## src/rtl/parl_add_tree_if.sv

```systemverilog
// rtl/parl_add_tree_if.sv - operand/result handshake bundle for parl_add_tree
interface parl_add_tree_if #(
    parameter int NUM_OPERANDS  = 5,
    parameter int OPERAND_WIDTH = 19,
    parameter int OUTPUT_WIDTH  = 22
);
    logic                                  parl_add_tree_in_vld_i;
    logic                                  parl_add_tree_in_rdy_o;
    logic [NUM_OPERANDS*OPERAND_WIDTH-1:0] parl_add_tree_in_i;
    logic                                  parl_add_tree_out_vld_o;
    logic                                  parl_add_tree_out_rdy_i;
    logic [OUTPUT_WIDTH-1:0]               parl_add_tree_out_o;
    logic                                  parl_add_tree_ovf_o;

    modport slave (
        input  parl_add_tree_in_vld_i,
        input  parl_add_tree_in_i,
        input  parl_add_tree_out_rdy_i,
        output parl_add_tree_in_rdy_o,
        output parl_add_tree_out_vld_o,
        output parl_add_tree_out_o,
        output parl_add_tree_ovf_o
    );

    modport master (
        output parl_add_tree_in_vld_i,
        output parl_add_tree_in_i,
        output parl_add_tree_out_rdy_i,
        input  parl_add_tree_in_rdy_o,
        input  parl_add_tree_out_vld_o,
        input  parl_add_tree_out_o,
        input  parl_add_tree_ovf_o
    );
endinterface

```

## src/rtl/parl_add_tree.sv

```systemverilog
// rtl/parl_add_tree.sv - pipelined signed adder tree with global stall and saturating/wrapping resize
module parl_add_tree #(
    parameter int NUM_OPERANDS  = 5,
    parameter int OPERAND_WIDTH = 19,
    parameter int OUTPUT_WIDTH  = 22,
    parameter bit SATURATE      = 1'b1
) (
    input  logic           parl_add_tree_clk,
    input  logic           parl_add_tree_rst_b,
    parl_add_tree_if.slave bus
);
    localparam int LAT    = $clog2(NUM_OPERANDS);
    localparam int FULL_W = OPERAND_WIDTH + LAT;
    localparam int NREG   = (LAT > 1) ? LAT - 1 : 1;

    typedef logic signed [FULL_W-1:0] term_t;

    function automatic int terms(input int lvl);
        int c;
        c = NUM_OPERANDS;
        for (int i = 0; i < lvl; i++) c = (c + 1) / 2;
        return c;
    endfunction

    // Every tree level is carried at FULL_W; pair sums never exceed their natural width + 1.
    term_t                          r_lvl [NREG][NUM_OPERANDS];
    term_t                          w_lvl [LAT][NUM_OPERANDS];
    term_t                          w_nxt [NREG][NUM_OPERANDS];
    term_t                          w_fin;
    logic [LAT-1:0]                 r_vld;
    logic signed [OUTPUT_WIDTH-1:0] r_out;
    logic signed [OUTPUT_WIDTH-1:0] w_res;
    logic                           r_ovf;
    logic                           w_ovf;
    logic                           w_en;

    assign w_en = !(r_vld[LAT-1] && !bus.parl_add_tree_out_rdy_i);

    always_comb begin
        for (int l = 0; l < LAT; l++)
            for (int k = 0; k < NUM_OPERANDS; k++)
                w_lvl[l][k] = '0;
        for (int k = 0; k < NUM_OPERANDS; k++)
            w_lvl[0][k] = FULL_W'($signed(bus.parl_add_tree_in_i[k*OPERAND_WIDTH +: OPERAND_WIDTH]));
        for (int l = 1; l < LAT; l++)
            for (int k = 0; k < NUM_OPERANDS; k++)
                w_lvl[l][k] = r_lvl[l-1][k];
    end

    always_comb begin
        for (int l = 0; l < NREG; l++)
            for (int k = 0; k < NUM_OPERANDS; k++)
                w_nxt[l][k] = '0;
        for (int l = 0; l < LAT - 1; l++) begin
            for (int k = 0; k < NUM_OPERANDS; k++) begin
                int i0, i1;
                i0 = (2 * k < NUM_OPERANDS) ? 2 * k : 0;
                i1 = (2 * k + 1 < NUM_OPERANDS) ? 2 * k + 1 : i0;
                if (2 * k + 1 < terms(l))
                    w_nxt[l][k] = w_lvl[l][i0] + w_lvl[l][i1];
                else if (2 * k < terms(l))
                    w_nxt[l][k] = w_lvl[l][i0];
            end
        end
    end

    // The last level always holds exactly two terms; their sum is resized in the same stage.
    assign w_fin = w_lvl[LAT-1][0] + w_lvl[LAT-1][1];

    generate
        if (OUTPUT_WIDTH >= FULL_W) begin : g_ext
            assign w_res = OUTPUT_WIDTH'(w_fin);
            assign w_ovf = 1'b0;
        end else begin : g_narrow
            logic [FULL_W-OUTPUT_WIDTH:0] w_hi;
            assign w_hi  = w_fin[FULL_W-1:OUTPUT_WIDTH-1];
            assign w_ovf = (|w_hi) && !(&w_hi);
            if (SATURATE) begin : g_sat
                assign w_res = w_ovf ? {w_fin[FULL_W-1], {(OUTPUT_WIDTH-1){~w_fin[FULL_W-1]}}}
                                     : w_fin[OUTPUT_WIDTH-1:0];
            end else begin : g_wrap
                assign w_res = w_fin[OUTPUT_WIDTH-1:0];
            end
        end
    endgenerate

    always_ff @(posedge parl_add_tree_clk) begin
        if (!parl_add_tree_rst_b) begin
            r_vld <= '0;
            r_out <= '0;
            r_ovf <= 1'b0;
        end else if (w_en) begin
            r_vld[0] <= bus.parl_add_tree_in_vld_i;
            for (int i = LAT - 1; i > 0; i--) r_vld[i] <= r_vld[i-1];
            r_out <= w_res;
            r_ovf <= w_ovf;
        end
    end

    always_ff @(posedge parl_add_tree_clk) begin
        if (w_en) r_lvl <= w_nxt;
    end

    assign bus.parl_add_tree_in_rdy_o  = w_en;
    assign bus.parl_add_tree_out_vld_o = r_vld[LAT-1];
    assign bus.parl_add_tree_out_o     = r_out;
    assign bus.parl_add_tree_ovf_o     = r_ovf;
endmodule

```

## src/flat_wrapper.sv

```systemverilog
// flat-port wrapper written by rule: the top's interface ports become plain ports
module parl_add_tree_flat 
#(
    parameter int NUM_OPERANDS  = 5,
    parameter int OPERAND_WIDTH = 19,
    parameter int OUTPUT_WIDTH  = 22,
    parameter bit SATURATE      = 1'b1
)
  (parl_add_tree_clk, parl_add_tree_rst_b, bus_parl_add_tree_in_vld_i, bus_parl_add_tree_in_i, bus_parl_add_tree_out_rdy_i, bus_parl_add_tree_in_rdy_o, bus_parl_add_tree_out_vld_o, bus_parl_add_tree_out_o, bus_parl_add_tree_ovf_o);
  parl_add_tree_if #(.NUM_OPERANDS(NUM_OPERANDS), .OPERAND_WIDTH(OPERAND_WIDTH), .OUTPUT_WIDTH(OUTPUT_WIDTH)) bus_i ();
  input  logic parl_add_tree_clk;
  input  logic parl_add_tree_rst_b;
  input wire logic [$bits(bus_i.parl_add_tree_in_vld_i)-1:0] bus_parl_add_tree_in_vld_i;
  input wire logic [$bits(bus_i.parl_add_tree_in_i)-1:0] bus_parl_add_tree_in_i;
  input wire logic [$bits(bus_i.parl_add_tree_out_rdy_i)-1:0] bus_parl_add_tree_out_rdy_i;
  output wire logic [$bits(bus_i.parl_add_tree_in_rdy_o)-1:0] bus_parl_add_tree_in_rdy_o;
  output wire logic [$bits(bus_i.parl_add_tree_out_vld_o)-1:0] bus_parl_add_tree_out_vld_o;
  output wire logic [$bits(bus_i.parl_add_tree_out_o)-1:0] bus_parl_add_tree_out_o;
  output wire logic [$bits(bus_i.parl_add_tree_ovf_o)-1:0] bus_parl_add_tree_ovf_o;
  assign bus_i.parl_add_tree_in_vld_i = bus_parl_add_tree_in_vld_i;
  assign bus_i.parl_add_tree_in_i = bus_parl_add_tree_in_i;
  assign bus_i.parl_add_tree_out_rdy_i = bus_parl_add_tree_out_rdy_i;
  assign bus_parl_add_tree_in_rdy_o = bus_i.parl_add_tree_in_rdy_o;
  assign bus_parl_add_tree_out_vld_o = bus_i.parl_add_tree_out_vld_o;
  assign bus_parl_add_tree_out_o = bus_i.parl_add_tree_out_o;
  assign bus_parl_add_tree_ovf_o = bus_i.parl_add_tree_ovf_o;
  parl_add_tree #(.NUM_OPERANDS(NUM_OPERANDS), .OPERAND_WIDTH(OPERAND_WIDTH), .OUTPUT_WIDTH(OUTPUT_WIDTH), .SATURATE(SATURATE)) u_core (.parl_add_tree_clk(parl_add_tree_clk), .parl_add_tree_rst_b(parl_add_tree_rst_b), .bus(bus_i));
endmodule
```

## config.mk

```make
export PLATFORM = sky130hd
export DESIGN_NAME = parl_add_tree_flat
export DESIGN_NICKNAME = d
export VERILOG_FILES = /design/src/rtl/parl_add_tree_if.sv /design/src/rtl/parl_add_tree.sv /design/src/flat_wrapper.sv
export SDC_FILE = /design/constraint.sdc
export NUM_CORES = 1
export LEC_CHECK = 0
export ABC_AREA = 0
export ABC_CLOCK_PERIOD_IN_PS = 9500
export BUFFER_PORTS_ARGS = -buffer_cell sky130_fd_sc_hd__buf_2
export CORE_MARGIN = 3
export CORE_UTILIZATION = 50
export CTS_CLUSTER_SIZE = 40
export DETAILED_ROUTE_END_ITERATION = 7
export PLACE_DENSITY = 0.72
export SETUP_SLACK_MARGIN = 0.1
export SYNTH_ARGS = -nofsm -noshare
export SYNTH_HDL_FRONTEND = slang
export SYNTH_SLANG_ARGS = --single-unit
```

## constraint.sdc

```tcl
create_clock -name parl_add_tree_clk -period 9.5 [get_ports parl_add_tree_clk]
set_input_delay 1.425 -clock parl_add_tree_clk [delete_from_list [all_inputs] [get_ports parl_add_tree_clk]]
set_output_delay 1.425 -clock parl_add_tree_clk [all_outputs]
set_load 0.05 [all_outputs]
```

# ---- After elaboration in Yosys (flattened, before gate mapping)
# Cells that the tools add are included.
dict set report word_totals {
  reg_bits 129
  inputBits 99
  output_inout_bits 25
  word_cells 14
}
dict set report op_classes {
  addsub 4
  reduce_logical 3
}
# op n
set op_table {}
lappend op_table {{adder 19 x 19 -> 20 bit} 2}
lappend op_table {{adder 22 x 19 -> 22 bit} 1}
lappend op_table {{adder 22 bit} 1}
lappend op_table {{logical NOT 1 bit} 2}
lappend op_table {{logical AND 1 bit} 1}

# ---- Longest topological paths before layout
dict set report depth {
  ltp_word 3
  depth_mapped 10
  ltp_nobuf 10
}

# ---- Least setup slack after synthesis
# Ideal clock, no wire load.
dict set report synth_path {
  path_type {input-to-output}
  start {in bus_parl_add_tree_out_rdy_i}
  end {out bus_parl_add_tree_in_rdy_o}
  arrival_ns 5.013
  required_time_ns 8.075
  path_slack_ns 3.062
  path_stages 4
  n_path_buf 2
  cell_sequence {nor2b_1 clkbuf_1 inv_1 clkbuf_1}
}
dict set report synth_via {
  elab_chain_cells 3
}
# item line
set synth_lines {}
lappend synth_lines {{start, declared} flat_wrapper.sv:15} ;# input wire logic [$bits(bus_i.parl_add_tree_out_rdy_i)-1:0] bus_parl_add_tree_out_rdy_i;
lappend synth_lines {{logical NOT 1 bit} parl_add_tree.sv:37} ;# assign w_en = !(r_vld[LAT-1] && !bus.parl_add_tree_out_rdy_i);
lappend synth_lines {{logical AND 1 bit} parl_add_tree.sv:37}
lappend synth_lines {{logical NOT 1 bit} parl_add_tree.sv:37}
lappend synth_lines {{end, declared} flat_wrapper.sv:16} ;# output wire logic [$bits(bus_i.parl_add_tree_in_rdy_o)-1:0] bus_parl_add_tree_in_rdy_o;
# Every way passes these cells.

# ---- Worst setup path in the final report
# Ends and elaborated chain as after synthesis.

==> reports/results.tsv <==
stage	metric	value	unit
floorplan	Rows	44	
sta	final slew viol count	0	
sta	worst slew pin tran	1.03	ns
worst_setup_path	CP max stage cell	buf_2	
yosys	Main synth FF type	edfxtp_1	
routing	Initial DRT Pass Iterations	5	
final_layout	fin nets	1026	
hold_path	hold path depth	0	
yosys	Post-Syn Area per Cell	10.7	sq um
clock_network	CTS Buf Count	17	
clock_network	CTS tree	done	
yosys	Area contributors post-synth	edfxtp_1, ha_1, dfxtp_1, xnor2_1, a21oi_1	
routing	DRT iter0 DRCs	341	
pwr	sw frac	0.370	
worst_setup_path	Critical Path Max Stage Delay	0.33	ns
clock_network	# clock sinks	125	
sta	Slew HR	0.313	
final_layout	post-layout instance area	0.00903	sq mm
sta	part of the cycle the worst path needs	0.396	
worst_setup_path	Worst setup EP type	output port	
grt	gr usage total	0.201	
floorplan	I/O pins	124	
routing	drt via density	5.68	
floorplan	Die H	130	um
clock_network	Resized cells post-CTS	0	
grt	initial antenna violation count	0	
placed_design	GP Congestion	0.987	
clock_network	clk buf depth	2	
routing	# DRC	0	
worst_setup_path	CP required	8.08	ns
sta	Final setup viols	0	
placed_design	I/O Buffers	122	
hold_path	Hold Crit Class	reg2reg	
final_layout	ANT cells	0	
yosys	Synth cell types	72	
yosys	Synthesis Warnings	0	
final_layout	P&R area growth vs syn	17.8	%
yosys	Seq/Total Area, Yosys	0.457	
yosys	area share of the leading cell type in the synthesized netlist	0.392	
final_layout	# fillers	1187	
yosys	EDFF count, synth	100	
sta	Clock Skews	0.00649	ns
grt	largest net degree at the start of global routing	85	
yosys	Post-Syn Nets	900	
pwr	Leak Pwr	0.00390	uW
pwr	Switching Power	939	uW
worst_setup_path	critical path startpoint category	primary input	
worst_setup_path	maximum fanout along the worst path	28	
clock_network	# H-tree levels	4	
sta	final hold vios	0	
pwr	clock share of power	0.248	
hold_path	Hold Path End	u_core.r_lvl[68]	
worst_setup_path	R2R depth	8	
yosys	Mapped Area	0.00767	sq mm
floorplan	Core Area	0.0148	sq mm
routing	drt wl/cell	15.5	um
placed_design	placed instance area	0.00845	sq mm
pwr	Flop pwr share	0.322	
sta	RSZ-0062 raised after global routing	no	
floorplan	Die W	130	um
placed_design	Cell Count Post-Placement	1009	
floorplan	Die ar.	0.0169	sq mm
clock_network	CTS root buf	clkbuf_16	
yosys	post-synthesis cell count	718	
worst_setup_path	most used cell, CP	buf_2	
clock_network	clk_lat worst skew	0.42	ns
clock_network	post-CTS setup buffers	0	
worst_setup_path	r2r startpoint	u_core.r_lvl[177]	
worst_setup_path	crit-path cells	buf_2 > nor2b_1 > buf_4 > inv_4 > buf_2	
job	Max Cap Violations	0	
routing	WL final	16.2	mm
final_layout	Layout Cells excl Fill	1041	
placed_design	hpwl dp	12.3	mm
yosys	post-synthesis register bit count	125	
pwr	PD cells	281	mW/mm^2
pwr	maximum VDD drop	149	uV
worst_setup_path	Worst R2R End	u_core.r_lvl[105]	
clock_network	CTS clk-pin slew, worst paths	0.05	ns
clock_network	# hold bufs at CTS	0	
pwr	cell-internal power	1600	uW
sta	min Tclk post-route	3.77	ns
sta	Fmax achieved	266	MHz
routing	Detail Route Antenna Nets	0	
yosys	cell taking the most area after synthesis	edfxtp_1	
routing	Vias	5913	
floorplan	starting density of the core	0.520	
grt	vias in the first global route	5827	
worst_setup_path	arrival time worst endpoint	2.34	ns
sta	setup_tns	0	ns
hold_path	hold path start	u_core.r_lvl[156]	
pwr	Comb power frac	0.431	
run_status	status	complete, no violations	
final_layout	share of layout cells above drive strength 1	0.198	
worst_setup_path	Register-to-Register Setup Slack	6.85	ns
worst_setup_path	CP Class	in2out	
yosys	FFs w/ async S/R, synth	0	
grt	GRT overflow	0	
grt	first-pass GRT wire length	26.9	mm
-- cell usage after synthesis, types with 9 or more instances --
| master | instances |
|---|---|
| and2_1 | 9 |
| edfxtp_1 | 100 |
| nor2_1 | 42 |
| o21ai_0 | 40 |
| a211oi_1 | 12 |
| nand2b_1 | 10 |
| nand2_1 | 55 |
| nand3_1 | 16 |
| dfxtp_1 | 25 |
| a21o_1 | 23 |
| o211ai_1 | 9 |
| xnor2_1 | 48 |
| clkbuf_1 | 13 |
| nand4_1 | 9 |
| inv_1 | 31 |
| xor2_1 | 17 |
| ha_1 | 79 |
| a21oi_1 | 67 |
-- power groups by stage --
stage               registers, uW  logic, uW  clock network [uW]
floorplan                     934        730                   0
global route                  829       1210                 668
detailed placement            828       1080                   0
global placement              824       1050                   0
CTS                           818       1090                 641
finish                        816       1090                 628
-- layer usage --
layer | GRT usage | wire length [um]
met2 | 0.324 | 7580
met4 | 0.0721 | 372
met3 | 0.0458 | 857
met5 | 0 | 0
met1 | 0.267 | 7370
-- worst max-delay path, delay by kind of cell --
| kind | cells | cell delay, ns |
|---|---|---|
| buffers and inverters | 4 | 0.88 |
| and+or+nand+nor | 1 | 0.03 |
-- cells in the final DEF, fill, tap and decap left out, types with 16 or more instances in the layout --
master       n
a21o_1      23
a21oi_1     67
buf_2      122
clkbuf_16   18
dfxtp_1     25
edfxtp_1   100
ha_1        79
inv_1       30
nand2_1     55
nand3_1     16
nor2_1      42
o21ai_0     40
xnor2_1     48
xor2_1      17
-- cell type report --
class,instances,area (sq um),area share
Clock buffer,27,534,0.0591
Clock inverter,5,52.6,0.00582
Inverter,31,119,0.0132
Multi-Input combinational cell,545,3970,0.439
Sequential cell,125,3500,0.388
Tap cell,184,230,0.0255
Timing Repair Buffer,124,626,0.0693
-- stage by stage --
step                hold WS, ns  worst slack (ns)  utilization  total power, uW
finish                    0.416              5.73        0.612             2540
global route              0.419              5.66        0.612             2710
CTS                       0.417              5.72        0.612             2550
detailed placement        0.405              5.59        0.572             1910
global placement          0.403              5.68        0.572             1880
floorplan                 0.400              3.06            -             1660
-- worst max-delay path by stage --
stage | startpoint | to
2_1_floorplan | bus_parl_add_tree_out_rdy_i | bus_parl_add_tree_in_rdy_o
3_3_place_gp | bus_parl_add_tree_in_i[38] | u_core.r_lvl[188]
3_5_place_dp | bus_parl_add_tree_in_i[38] | u_core.r_lvl[188]
4_1_cts | bus_parl_add_tree_out_rdy_i | bus_parl_add_tree_in_rdy_o
5_1_grt | bus_parl_add_tree_out_rdy_i | bus_parl_add_tree_in_rdy_o
6_report | bus_parl_add_tree_out_rdy_i | bus_parl_add_tree_in_rdy_o
-- cells by family (layout without fill, tap and decap cells) --
| family | count (synthesis) | after routing | synth area share |
|---|---|---|---|
| AOI/OAI and AO/OA | 224 | 224 | 0.195 |
| and+or+nand+nor | 171 | 171 | 0.107 |
| DFF | 125 | 125 | 0.457 |
| adders and majority gates | 83 | 83 | 0.139 |
| xor gates and xnor gates | 65 | 65 | 0.0742 |
| buffers and inverters | 48 | 187 | 0.0256 |
| other | 1 | 1 | 0.000489 |
| muxes | 1 | 1 | 0.00131 |
-- flip-flops by register name, summed over array words and instances (netlist names) --
name / flops
u_core.r_lvl: 100
u_core.r_vld: 3
u_core.bus.parl_add_tree_out_o: 22
Note: power is estimated with default switching activity, not from simulation.
